[src/rtl/mul_repeated_add_pkg.sv]
// Shared types and constants for the repeated-addition multiplier.
// Holds the controller state encoding and the default datapath width.
package mul_repeated_add_pkg;

    localparam int unsigned DefaultWidth = 16;

    typedef enum logic [2:0] {
        StIdle  = 3'd0,
        StLoadA = 3'd1,
        StLoadB = 3'd2,
        StMult  = 3'd3,
        StDone  = 3'd4
    } state_e;

endpackage

[src/rtl/mul_add_datapath.sv]
// Datapath for the repeated-addition multiplier: A register, B down-counter,
// P accumulator and the B==0 detector.
module mul_add_datapath
    import mul_repeated_add_pkg::*;
#(
    parameter int unsigned WIDTH = DefaultWidth
) (
    input  logic             clk,
    input  logic             rst,
    input  logic [WIDTH-1:0] data_i,
    input  logic             ld_a_i,
    input  logic             ld_b_i,
    input  logic             ld_p_i,
    input  logic             clr_p_i,
    input  logic             dec_b_i,
    output logic             b_last_o,
    output logic [WIDTH-1:0] p_o
);

    logic [WIDTH-1:0] a_q, a_d;
    logic [WIDTH-1:0] b_q, b_d;
    logic [WIDTH-1:0] p_q, p_d;
    logic             eqz;

    assign eqz      = (b_q == '0);
    assign b_last_o = (b_q == WIDTH'(1));
    assign p_o      = p_q;

    always_comb begin
        a_d = a_q;
        if (ld_a_i) begin
            a_d = data_i;
        end
    end

    // Decrement is gated by eqz so the counter can never wrap below zero.
    always_comb begin
        b_d = b_q;
        if (ld_b_i) begin
            b_d = data_i;
        end else if (dec_b_i && !eqz) begin
            b_d = b_q - WIDTH'(1);
        end
    end

    always_comb begin
        p_d = p_q;
        if (clr_p_i) begin
            p_d = '0;
        end else if (ld_p_i) begin
            p_d = p_q + a_q;
        end
    end

    always_ff @(posedge clk or posedge rst) begin
        if (rst) begin
            a_q <= '0;
            b_q <= '0;
            p_q <= '0;
        end else begin
            a_q <= a_d;
            b_q <= b_d;
            p_q <= p_d;
        end
    end

endmodule

[src/rtl/mul_repeated_add.sv]
// Sequential unsigned multiplier: loads A then B from a shared bus and adds
// A into the accumulator B times under control of a small FSM.
module mul_repeated_add
    import mul_repeated_add_pkg::*;
#(
    parameter int unsigned WIDTH = DefaultWidth
) (
    input  logic             clk,
    input  logic             rst,
    input  logic             start,
    input  logic [WIDTH-1:0] data_in,
    output logic [WIDTH-1:0] product,
    output logic             done,
    output logic             busy
);

    state_e state_q, state_d;

    logic ld_a;
    logic ld_b;
    logic ld_p;
    logic clr_p;
    logic dec_b;
    logic b_last;

    always_ff @(posedge clk or posedge rst) begin
        if (rst) begin
            state_q <= StIdle;
        end else begin
            state_q <= state_d;
        end
    end

    // A zero B operand skips MULT entirely; the check uses the bus value
    // because the B register is only written on this same edge.
    always_comb begin
        state_d = state_q;
        unique case (state_q)
            StIdle:  if (start) state_d = StLoadA;
            StLoadA: state_d = StLoadB;
            StLoadB: state_d = (data_in == '0) ? StDone : StMult;
            StMult:  if (b_last) state_d = StDone;
            StDone:  if (!start) state_d = StIdle;
            default: state_d = StIdle;
        endcase
    end

    always_comb begin
        ld_a  = 1'b0;
        ld_b  = 1'b0;
        ld_p  = 1'b0;
        clr_p = 1'b0;
        dec_b = 1'b0;
        done  = 1'b0;
        busy  = 1'b0;
        unique case (state_q)
            StLoadA: begin
                ld_a = 1'b1;
                busy = 1'b1;
            end
            StLoadB: begin
                ld_b  = 1'b1;
                clr_p = 1'b1;
                busy  = 1'b1;
            end
            StMult: begin
                ld_p  = 1'b1;
                dec_b = 1'b1;
                busy  = 1'b1;
            end
            StDone:  done = 1'b1;
            default: ;
        endcase
    end

    mul_add_datapath #(
        .WIDTH(WIDTH)
    ) u_datapath (
        .clk      (clk),
        .rst      (rst),
        .data_i   (data_in),
        .ld_a_i   (ld_a),
        .ld_b_i   (ld_b),
        .ld_p_i   (ld_p),
        .clr_p_i  (clr_p),
        .dec_b_i  (dec_b),
        .b_last_o (b_last),
        .p_o      (product)
    );

endmodule

[config.mk]
export PLATFORM = sky130hd
export DESIGN_NAME = mul_repeated_add
export DESIGN_NICKNAME = d
export VERILOG_FILES = /design/src/rtl/mul_repeated_add_pkg.sv /design/src/rtl/mul_add_datapath.sv /design/src/rtl/mul_repeated_add.sv
export SDC_FILE = /design/constraint.sdc
export NUM_CORES = 1
export LEC_CHECK = 0
export ABC_AREA = 1
export CORE_MARGIN = 4
export CORE_UTILIZATION = 52
export DETAILED_ROUTE_END_ITERATION = 7
export PLACE_DENSITY = 0.79
export SLEW_MARGIN = 30
export SYNTH_ARGS = -nofsm -noshare
export SYNTH_HDL_FRONTEND = slang
export SYNTH_SLANG_ARGS = --single-unit
[constraint.sdc]
create_clock -name clk -period 1.71 [get_ports clk]
set_clock_uncertainty 0.2 [all_clocks]
set_input_delay 0.2565 -clock clk [delete_from_list [all_inputs] [get_ports clk]]
set_output_delay 0.2565 -clock clk [all_outputs]
set_load 0.1 [all_outputs]
After elaboration in Yosys (flattened, before gate mapping)
Index checks and enable logic that the tools add are counted.
W data, S select, Z words.

storage, ports and cells
  register bits after elaboration = 51
  input bits = 19
  output and inout port bits = 18
  logic and storage cells = 37

cells by class
  add/subtract/negate cells = 2
  eq/ne operators = 8
  multiplexer cells = 14
  reduce and logical (&&, ||, !) cells = 9

operators by type and width
  operator                 number
  $mux W16                 4
  $logic_not A16 Y1        2
  $add A16 B16 Y16         1
  $eq A16 B1 Y1 const B    1
  $sub A16 B1 Y16 const B  1
  $pmux W3 S5              1
  $mux W3                  4
  $eq A3 B2 Y1 const B     2
  $ne A2 B2 Y1 const B     3
  $mux W1                  5
  $reduce_bool A2 Y1       2
  $eq A3 B1 Y1 const B     1
  $eq A3 B3 Y1 const B     1
  $logic_not A3 Y1         1
  $reduce_and A3 Y1        1
  $reduce_or A3 Y1         1
  $logic_and A1 B1 Y1      1
  $logic_not A1 Y1         1

Depth between registers and ports, before layout
Gate-level depths: netlist of the first run.

  depth in word-level cells = 5
  depth in mapped cells = 11
  gate-level depth less buffers = 11

Cells and area by module
From an unflattened synthesis of the first run, not the netlist that was laid out.

unflattened totals
  cells, all modules = 495
  area total of the unflattened synthesis = 3519.6 um^2

by module, submodules not included
  module            times used  cells an instance  area an instance (um^2)  seq. area each (um^2)
  mul_add_datapath  1           447                3234.4                   1201.2
  mul_repeated_add  1           48                 285.3                    75.1

Worst setup path after synthesis of the first run
No wires, ideal clock.

  path kind = reg-to-reg
  from = register state_q[0]
  to = register state_q[2]
  setup time = 120 ps
  arrival time = 2431 ps
  data required time = 1390 ps
  path slack = -1041 ps
  stages on the path, launching flop included = 10
  buffers on the path = 1
  period minus slack after synthesis = 2751 ps
  cell sequence = dfrtp_1 buf_4 nor2_1 inv_1 nor2_1 nand2_1 o21ai_0 a21oi_1 nand2_1 nand2_1

between the ends
  cells in the longest elaborated chain, start to end = 3
  elaborated cells on any way between the ends = 10
  classes of those cells = eq/ne (7); mux (1); reduce/logical (2)

ends and longest elaborated chain
  item                                        RTL line                source
  start, declared                             mul_repeated_add.sv:17  state_e state_q, state_d;
  start signal, assigned                      mul_repeated_add.sv:28  state_q <= StIdle;
  start signal, assigned                      mul_repeated_add.sv:30  state_q <= state_d;
  $eq A3 B2 Y1, or another cell as far along  mul_repeated_add.sv:38  unique case (state_q)
  $ne A2 B2 Y1 (no source line)               n/a
  $reduce_and A3 Y1 (no source line)          n/a

Parallel ways exist; a longest one is shown, timed or not.
A chain may end at the register's enable or synchronous reset.

Worst setup path in the final report of the first run
  from = register u_datapath.a_q[0]
  to = register u_datapath.p_q[8], in the netlist u_datapath.p_o[8]

between the ends
  cells in the longest elaborated chain, start to end = 3

ends and longest elaborated chain
  item                    RTL line                source
  start, declared         mul_add_datapath.sv:20  logic [WIDTH-1:0] a_q, a_d;
  start signal, assigned  mul_add_datapath.sv:57  a_q <= '0;
  start signal, assigned  mul_add_datapath.sv:61  a_q <= a_d;
  $add A16 B16 Y16        mul_add_datapath.sv:51  p_d = p_q + a_q;
  $mux W16                mul_add_datapath.sv:50  end else if (ld_p_i) begin
  $mux W16                mul_add_datapath.sv:48  if (clr_p_i) begin
  end signal, assigned    mul_add_datapath.sv:63  p_q <= p_d;
  end, declared           mul_add_datapath.sv:22  logic [WIDTH-1:0] p_q, p_d;

No other way between the ends. The select of a mux whose other input is x is not followed.

==> impl_metrics.yaml, run 1 <==
yosys:
  syn_area_per_cell_sq_um: 6.688
  ys_ff_latch: 51
  syn_area_sq_mm: 0.003505
  syn-instance-count: 524
  seq_area_frac_synth_pct: 36.42
  syn_nets: 562
  synth_cell_types: 30
  ys_warn_count: 0
layout:
  drive_above_1_share_pct: 38.10
  areaGrowthSynthToFinish_pct: 53.12
  fin_cells: 699
  fillers: 342
  num_antenna_cells: 0
  fin_util_pct: 83.09
  nNetsFinal: 659
  final_common_cell: "nand2_1"
  final_cell_mix: "nand2_1, inv_1, buf_4"
grt:
  grt_overflow: 0
  grtUsageMet1_pct: 28.65
  grt_pass1_vias: 3614
  use_met2_pct: 41.69
  grt_pass1_wl_mm: 15.73
  grt_max_degree: 40
  track_usage_pct: 22.93
  grtUsageMet3_pct: 3.255
  top_usage_layer: "met2"
  antenna_found_initial: 0
critical_path:
  crit_chain: "ha_4 > fa_2 > nand2_2 > nand2_2 > and2_4 > a21oi_4 > nand2_1 > nand2_1 > o21ai_1"
  critical_path_class: "flip-flop to flip-flop"
  critical_path.startpoint_type: "flip-flop"
  path_max_fanout: 4
  worst-path-buf-inv: 0
  cp.required_ns: 1.71
  cp.arrival_ns: 1.95
  crit_path_end_kind: "flip-flop"
  crit_family: "adder cells"
  crit_start: "u_datapath.a_q[0]"
  slowest_stage: "dfrtp_1"
  r2r-start: "u_datapath.a_q[0]"
  cp_slowest_stage_delay_ns: 0.43
sta:
  post-route-period-util_pct: 113.5
  worst_hold_slack_ns: 0.09012
  rsz0062_at_grt: "true"
  finalSetupViolations: 27
  hold_violations: 0
  worst_slack_ns: -0.2314
  tightest_slew_ns: 0.4064
  fin_crit_ns: 1.941
  max_slew_margin_pct: 72.81
  fmax_ghz: 0.5151
  tns_ns: -2.237
  drv_slew: 0
clock_tree:
  clock-sinks: 51
  hold_buffers: 0
  cts_inserted_buffers: 5
  clkTransAtPathRegs_ns: 0.10
  htree_levels: 2
  cts_buffer_depth: 2
  cts_tree: "done"
  insertion_delay_ns: 0.31
  root_buffer: "clkbuf_8"
placement:
  place_inst: 665
  portBuffers: 36
  gp_congestion: 0.9093
  hpwl_mm: 6.797
pwr:
  p_per_area_mw_per_mm2: 2230
  p_leak_uw: 0.002708
  ir_drop_mv: 2.049
  fin_total_pwr_uw: 11970
floorplanning:
  dieArea_sq_mm: 0.008117
  coreArea_sq_mm: 0.006459
  boundaryPins: 37
  die_h_um: 90.10
  rows: 29
  start_util_pct: 54.26
  die_w_um: 90.10
flow_run:
  maxCapViolations: 0
detailed_routing:
  dr.pass1.iters: 6
  drc: 0
  wire_per_inst_um: 16.81
  via_per_inst: 5.708
  num_vias: 3990
  drt-initial-drc-count: 306
  ant_nets: 0
  drt_wl_total_mm: 11.75
run_status:
  violations: "setup timing"
  status: "finished, violations left"
min_path:
  hold_path_class: "input port to asynchronous set/reset pin"
synth_stat cells:
cell type,n,area share (%)
xor2_1,2,0.50
nand2_2,3,0.54
a22o_1,2,0.50
nand3b_1,3,0.64
fa_1,1,0.57
nand2_1,185,20
clkbuf_1,4,0.43
and2_1,1,0.18
nor3_1,4,0.57
o21ai_0,39,5.6
buf_2,2,0.29
inv_1,82,8.8
buf_6,2,0.64
ha_1,18,6.4
o211ai_1,1,0.21
nor2_1,43,4.6
nand3_2,1,0.29
a21o_1,1,0.21
a21oi_1,16,2.3
nor2_4,4,1.3
o21ai_4,1,0.46
o21ai_1,7,1.0
a32o_1,1,0.29
inv_2,3,0.32
nand3_1,36,5.1
or2_2,2,0.36
nand4_1,6,1.1
buf_4,2,0.43
dfrtp_1,51,36
nor2_2,1,0.18
registers in the layout, summed over array words and instances, names as in the netlist:
name / count
u_datapath.a_q: 16
u_datapath.b_q: 16
u_datapath.p_o: 16
state_q: 3
cell type report:
type / instances / area (sq um) / share of cell area [%]
Sequential cell: 51 / 1303 / 24.27
Tap cell: 77 / 96.34 / 1.795
Clock buffer: 7 / 86.33 / 1.609
Clock inverter: 1 / 5.005 / 0.09326
Timing Repair Buffer: 99 / 1087 / 20.26
Multi-Input combinational cell: 379 / 2464 / 45.91
Inverter: 85 / 325.3 / 6.062
cells by family after synthesis:
group           Yosys count  share of synthesized area, %
fa+ha+maj                19                         6.998
flops                    51                         36.42
xor+xnor                  2                        0.4999
simple gates            289                         34.67
compound gates           68                         10.53
buf+inv                  95                         10.89
routing by layer:
metal	wire, um	share of wire, %	up-vias
met3	829	7.1	52
met2	6037	51	231
met4	467	4.0	0
met5	0	0	-
li1	-	-	1839
met1	4414	38	1868
final timing paths:
| path | slack, ns | endpoint | depth (start not counted) |
|---|---|---|---|
| max in group asynchronous | 0.99 | u_datapath.a_q[1] | 3 |
| worst min-delay path | 0.09 | u_datapath.a_q[14] | 3 |
| worst max-delay path | -0.23 | u_datapath.p_o[8] | 9 |
| worst min register to register | 0.31 | u_datapath.a_q[15] | 2 |
| min in group clk | 0.31 | u_datapath.a_q[15] | 2 |
| worst max register to register | -0.23 | u_datapath.p_o[8] | 9 |
through the flow:
step | setup WS (ns) | instance area (sq um)
floorplan | -0.3542 | 3779
global placement | -0.1108 | 4659
detailed placement | -0.1693 | 4659
CTS | -0.1449 | 4828
global route | -0.3284 | 5366
finish | -0.2314 | 5366
tightest hold or removal path: cells and delay by family:
| kind | cells | cell delay [ns] |
|---|---|---|
| buffers and inverters | 3 | 0.72 |
where the power goes:
part / internal [uW] / switching [uW] / total, uW / leakage, uW
sequential: 1790 / 628 / 2410 / 0.000619
clock: 328 / 426 / 755 / 0.0000482
combinational: 3560 / 5230 / 8800 / 0.00204
total: 5680 / 6290 / 12000 / 0.00271
what timing repair did:
action	CTS	global route
pin swaps	10	28
endpoints found under the setup margin	25	33
gates resized for setup	18	104
cloned	0	2
buffers inserted	5	20
No activity file was read; power rests on OpenSTA's default activity.
==> run 2: changes to the inputs <==
--- a/config.mk
+++ b/config.mk
@@ -8,9 +8,11 @@
 export ABC_AREA = 1
 export CORE_MARGIN = 4
 export CORE_UTILIZATION = 52
+export CTS_CLUSTER_SIZE = 24
 export DETAILED_ROUTE_END_ITERATION = 7
 export PLACE_DENSITY = 0.79
 export SLEW_MARGIN = 30
 export SYNTH_ARGS = -nofsm -noshare
 export SYNTH_HDL_FRONTEND = slang
+export SYNTH_HIERARCHICAL = 1
 export SYNTH_SLANG_ARGS = --single-unit
==> impl_metrics.yaml, run 2 <==
run_status:
  status: "aborted with a tool error"
  lastStage: "global routing"
  error: "[ERROR GRT-0232] Routing congestion too high. Check the congestion heatmap in the GUI."
floorplanning:
  start_util_pct: 54.49
  die_h_um: 90.27
  boundaryPins: 37
  die_w_um: 90.27
  rows: 29
yosys:
  ys_dominant_reg_cell: "dfrtp_1"
  synth-async-reset-ratio_pct: 100.0
  netlist.area_leader.share_pct: 36.26
  synth_cell_types: 34
  syn_nets: 533
  synthTopCellsByCount: "nand2_1, inv_1, dfrtp_1, nand3_1, nor2_1"
  synth_edf_count: 0
  syn_area_per_cell_sq_um: 7.110
  synth_top_cell_by_area: "dfrtp_1"
  ys_top_cells_by_area: "dfrtp_1, nand2_1, nand3_1"
  synth_most_common_cell: "nand2_1"
  syn_area_sq_mm: 0.003520
  ys_ff_latch: 51
  syn-instance-count: 495
  seq_area_frac_synth_pct: 36.26
  ys_warn_count: 6
clock_tree:
  root_buffer: "clkbuf_8"
  clock-sinks: 51
  cts_buffer_depth: 2
  cts_inserted_buffers: 5
  htree_levels: 2
placement:
  place_area_sq_mm: 0.004943
  portBuffers: 36
  hpwl_mm: 7.574
  gp_congestion: 0.9428
grt:
  grt_overflow: 343
  track_usage_pct: 84.43
  grt_max_degree: 23
sta:
  grt-worst-endpoint: "u_datapath/p_o[12]$_DFFE_PP0P_/D"
  worstEndpointType: "register input"
-- run 2: cell types whose count changed after synthesis, sizes merged, moves of 2 or more --
cell   change
nand4      -3
inv       -18
a21oi      -5
nand3     +13
buf        -2
xnor2      +3
xor2       +7
nand2     -14
mux2      +15
nor3       +5
o21ai     -31
-- run 2: through the flow --
step / hold slack (ns) / cells / worst slack [ns]
global placement: 0.3018 / 664 / -0.09189
floorplan: -0.1899 / 495 / -0.2454
CTS: 0.3815 / 703 / -0.1145
detailed placement: 0.3058 / 664 / -0.1612
-- run 2: cell families after synthesis --
group                    Yosys count  synth area share (%)
buffers and inverters             75                 8.567
multiplexers                      15                 4.799
adder cells (fa/ha/maj)           19                 6.968
XOR/XNOR                          12                 2.986
AND/OR/NAND/NOR                  291                 35.44
AO/OA/AOI/OAI                     32                 4.977
flip-flops                        51                 36.26
-- run 2: layer usage --
| metal | GRT usage [%] | GRT overflow |
|---|---|---|
| met3 | 62.83 | 5 |
| met2 | 106.2 | 244 |
| met4 | 92.22 | 92 |
| met5 | 18.59 | 1 |
| met1 | 81.86 | 1 |
-- run 2: timing repair --
action | 4_1_cts
cloned | 2
hold buffers | 1
pin swaps | 35
gates resized for setup | 69
buffers inserted | 28
hold endpoints to repair | 3
setup endpoints to repair | 30
==> run 3: changes to the inputs <==
--- a/config.mk
+++ b/config.mk
@@ -7,10 +7,9 @@
 export LEC_CHECK = 0
 export ABC_AREA = 1
 export CORE_MARGIN = 4
-export CORE_UTILIZATION = 52
-export CTS_CLUSTER_SIZE = 24
+export CORE_UTILIZATION = 40
 export DETAILED_ROUTE_END_ITERATION = 7
-export PLACE_DENSITY = 0.79
+export PLACE_DENSITY_LB_ADDON = 0.15
 export SLEW_MARGIN = 30
 export SYNTH_ARGS = -nofsm -noshare
 export SYNTH_HDL_FRONTEND = slang
==> constraint.sdc (replaced) <==
create_clock -name clk -period 2.22 [get_ports clk]
set_clock_uncertainty 0.2 [all_clocks]
set_input_delay 0.333 -clock clk [delete_from_list [all_inputs] [get_ports clk]]
set_output_delay 0.333 -clock clk [all_outputs]
set_load 0.1 [all_outputs]
==> impl_metrics.yaml, run 3 <==
yosys:
  syn_area_sq_mm: 0.003520
  ys_dominant_reg_cell: "dfrtp_1"
  synth_top_cell_by_area: "dfrtp_1"
  synth_most_common_cell: "nand2_1"
  netlist.area_leader.share_pct: 36.26
  synth-async-reset-ratio_pct: 100.0
  ys_warn_count: 6
  synth_cell_types: 34
  syn-instance-count: 495
  syn_nets: 533
  seq_area_frac_synth_pct: 36.26
  synthTopCellsByCount: "nand2_1, inv_1, dfrtp_1, nand3_1, nor2_1"
  synth_edf_count: 0
  syn_area_per_cell_sq_um: 7.110
  ys_ff_latch: 51
  ys_top_cells_by_area: "dfrtp_1, nand2_1, nand3_1"
pwr:
  p_leak_uw: 0.002166
  p_per_area_mw_per_mm2: 373.5
  power.share.switching_pct: 23.04
  comb_power_share_pct: 4.7
  ir_drop_mv: 0.2109
  p_sw_uw: 354.5
  clkPwrFrac_pct: 35.0
  fin_total_pwr_uw: 1538
  power_frac_seq_pct: 60.3
  power.internal_uw: 1184
sta:
  fmax_ghz: 0.5114
  post-route-period-util_pct: 88.08
  fin_crit_ns: 1.955
  max_slew_margin_pct: 63.80
  finalSetupViolations: 0
  rsz0062_at_grt: "false"
  worst_hold_slack_ns: 0.05043
  hold_violations: 0
  tightest_slew_ns: 0.5424
  drv_slew: 0
critical_path:
  path_max_fanout: 5
  cp.arrival_ns: 1.97
  cp.required_ns: 2.23
  cp_slowest_stage_delay_ns: 0.43
  crit_path_end_kind: "flip-flop"
  critical_path_class: "flip-flop to flip-flop"
  critical_path.startpoint_type: "flip-flop"
  slowest_stage: "dfrtp_2"
  crit_chain: "ha_1 > or2_2 > nand3_1 > nand2_1 > nand2_1 > nand3_1 > nand3_1 > nand2_1"
detailed_routing:
  dr.pass1.iters: 4
  drt_wl_total_mm: 8.383
  ant_nets: 0
  wire_per_inst_um: 13.04
  num_vias: 3165
  drc: 0
  via_per_inst: 4.922
  drt-initial-drc-count: 103
clock_tree:
  cts_buffer_depth: 2
  cts_resized: 0
  htree_levels: 2
  root_buffer: "clkbuf_8"
  insertion_delay_ns: 0.31
  cts_setup_buffers: 0
  cts_tree: "done"
  clock-sinks: 51
  cts_inserted_buffers: 5
  hold_buffers: 0
  clkTransAtPathRegs_ns: 0.10
placement:
  gp_congestion: 0.9056
  portBuffers: 36
  hpwl_mm: 6.702
floorplanning:
  start_util_pct: 41.99
  coreArea_sq_mm: 0.008382
  die_h_um: 101.8
  rows: 33
  dieArea_sq_mm: 0.01036
  die_w_um: 101.8
  boundaryPins: 37
layout:
  num_antenna_cells: 0
  fillers: 861
  nNetsFinal: 575
  areaGrowthSynthToFinish_pct: 17.03
  final_common_cell: "nand2_1"
  final_cell_mix: "nand2_1, inv_1, nand3_1"
  drive_above_1_share_pct: 14.13
grt:
  antenna_found_initial: 0
  grt_max_degree: 38
  track_usage_pct: 17.76
  grt_overflow: 0
  grt_pass1_vias: 3148
  grt_pass1_wl_mm: 14.59
run_status:
  status: "complete, no violations"
flow_run:
  maxCapViolations: 0
min_path:
  hold_path_class: "input port to asynchronous set/reset pin"
run 3: cells by family (layout without fill, tap and decap cells):
family	count (synthesis)	in the layout	share of synthesized area, %
buffers and inverters	75	118	8.567
muxes	15	15	4.799
DFF	51	51	36.26
AOI/OAI and AO/OA	32	32	4.977
and+or+nand+nor	291	291	35.44
xor gates and xnor gates	12	12	2.986
adders and majority gates	19	19	6.968
run 3: through the flow:
step	TNS (ns)	cells	util (%)	worst slack (ns)	cell area [sq um]
2_1_floorplan	-0.06437	495	-	-0.06437	3542
4_1_cts	0	643	49.14	0.2448	4119
3_3_place_gp	0	635	48.13	0.2939	4034
6_report	0	643	49.14	0.2645	4119
3_5_place_dp	0	635	48.13	0.2549	4034
5_1_grt	0	643	49.14	0.04655	4119
run 3: routing by layer:
metal	vias to the layer above	GRT usage, %	part of all wire [%]
met2	55	31.34	51
met3	10	2.617	3.2
met4	0	5.112	1.6
met1	1453	22.50	45
li1	1647	-	-
met5	-	0	0
run 3: critical path, delay by kind of cell (launching register included):
family / cells / cell delay [ns]
adders and majority gates: 1 / 0.36
and+or+nand+nor: 7 / 0.87
DFF: 1 / 0.43
run 3: final timing paths:
check | from | endpoint | slack [ns] | cells past startpoint
hold / removal | rst | state_q[0] | 0.05 | 2
hold reg to reg | u_datapath/p_o[4] | u_datapath/p_o[4] | 0.32 | 2
min in group clk | u_datapath/p_o[4] | u_datapath/p_o[4] | 0.32 | 2
setup / recovery | u_datapath/p_o[2] | u_datapath/p_o[13] | 0.26 | 8
max in group asynchronous | rst | u_datapath/p_o[6] | 1.19 | 3
setup reg to reg | u_datapath/p_o[2] | u_datapath/p_o[13] | 0.26 | 8
run 3: final cells by class:
cell class	instances	area [sq um]	share of cell area, %
Multi-Input combinational cell	369	1956	47.48
Sequential cell	51	1290	31.32
Clock buffer	6	72.57	1.762
Tap cell	105	131.4	3.190
Inverter	67	251.5	6.106
Timing Repair Buffer	43	405.4	9.842
Clock inverter	2	12.51	0.3038
run 3: power by group through the flow:
stage	clock network, uW	registers, uW	logic [uW]
after floorplan	0	946	18.7
after global placement	0	946	74.3
after detailed placement	0	946	74.7
after CTS	573	928	74.7
after global routing	604	928	79.6
final	539	928	71.8
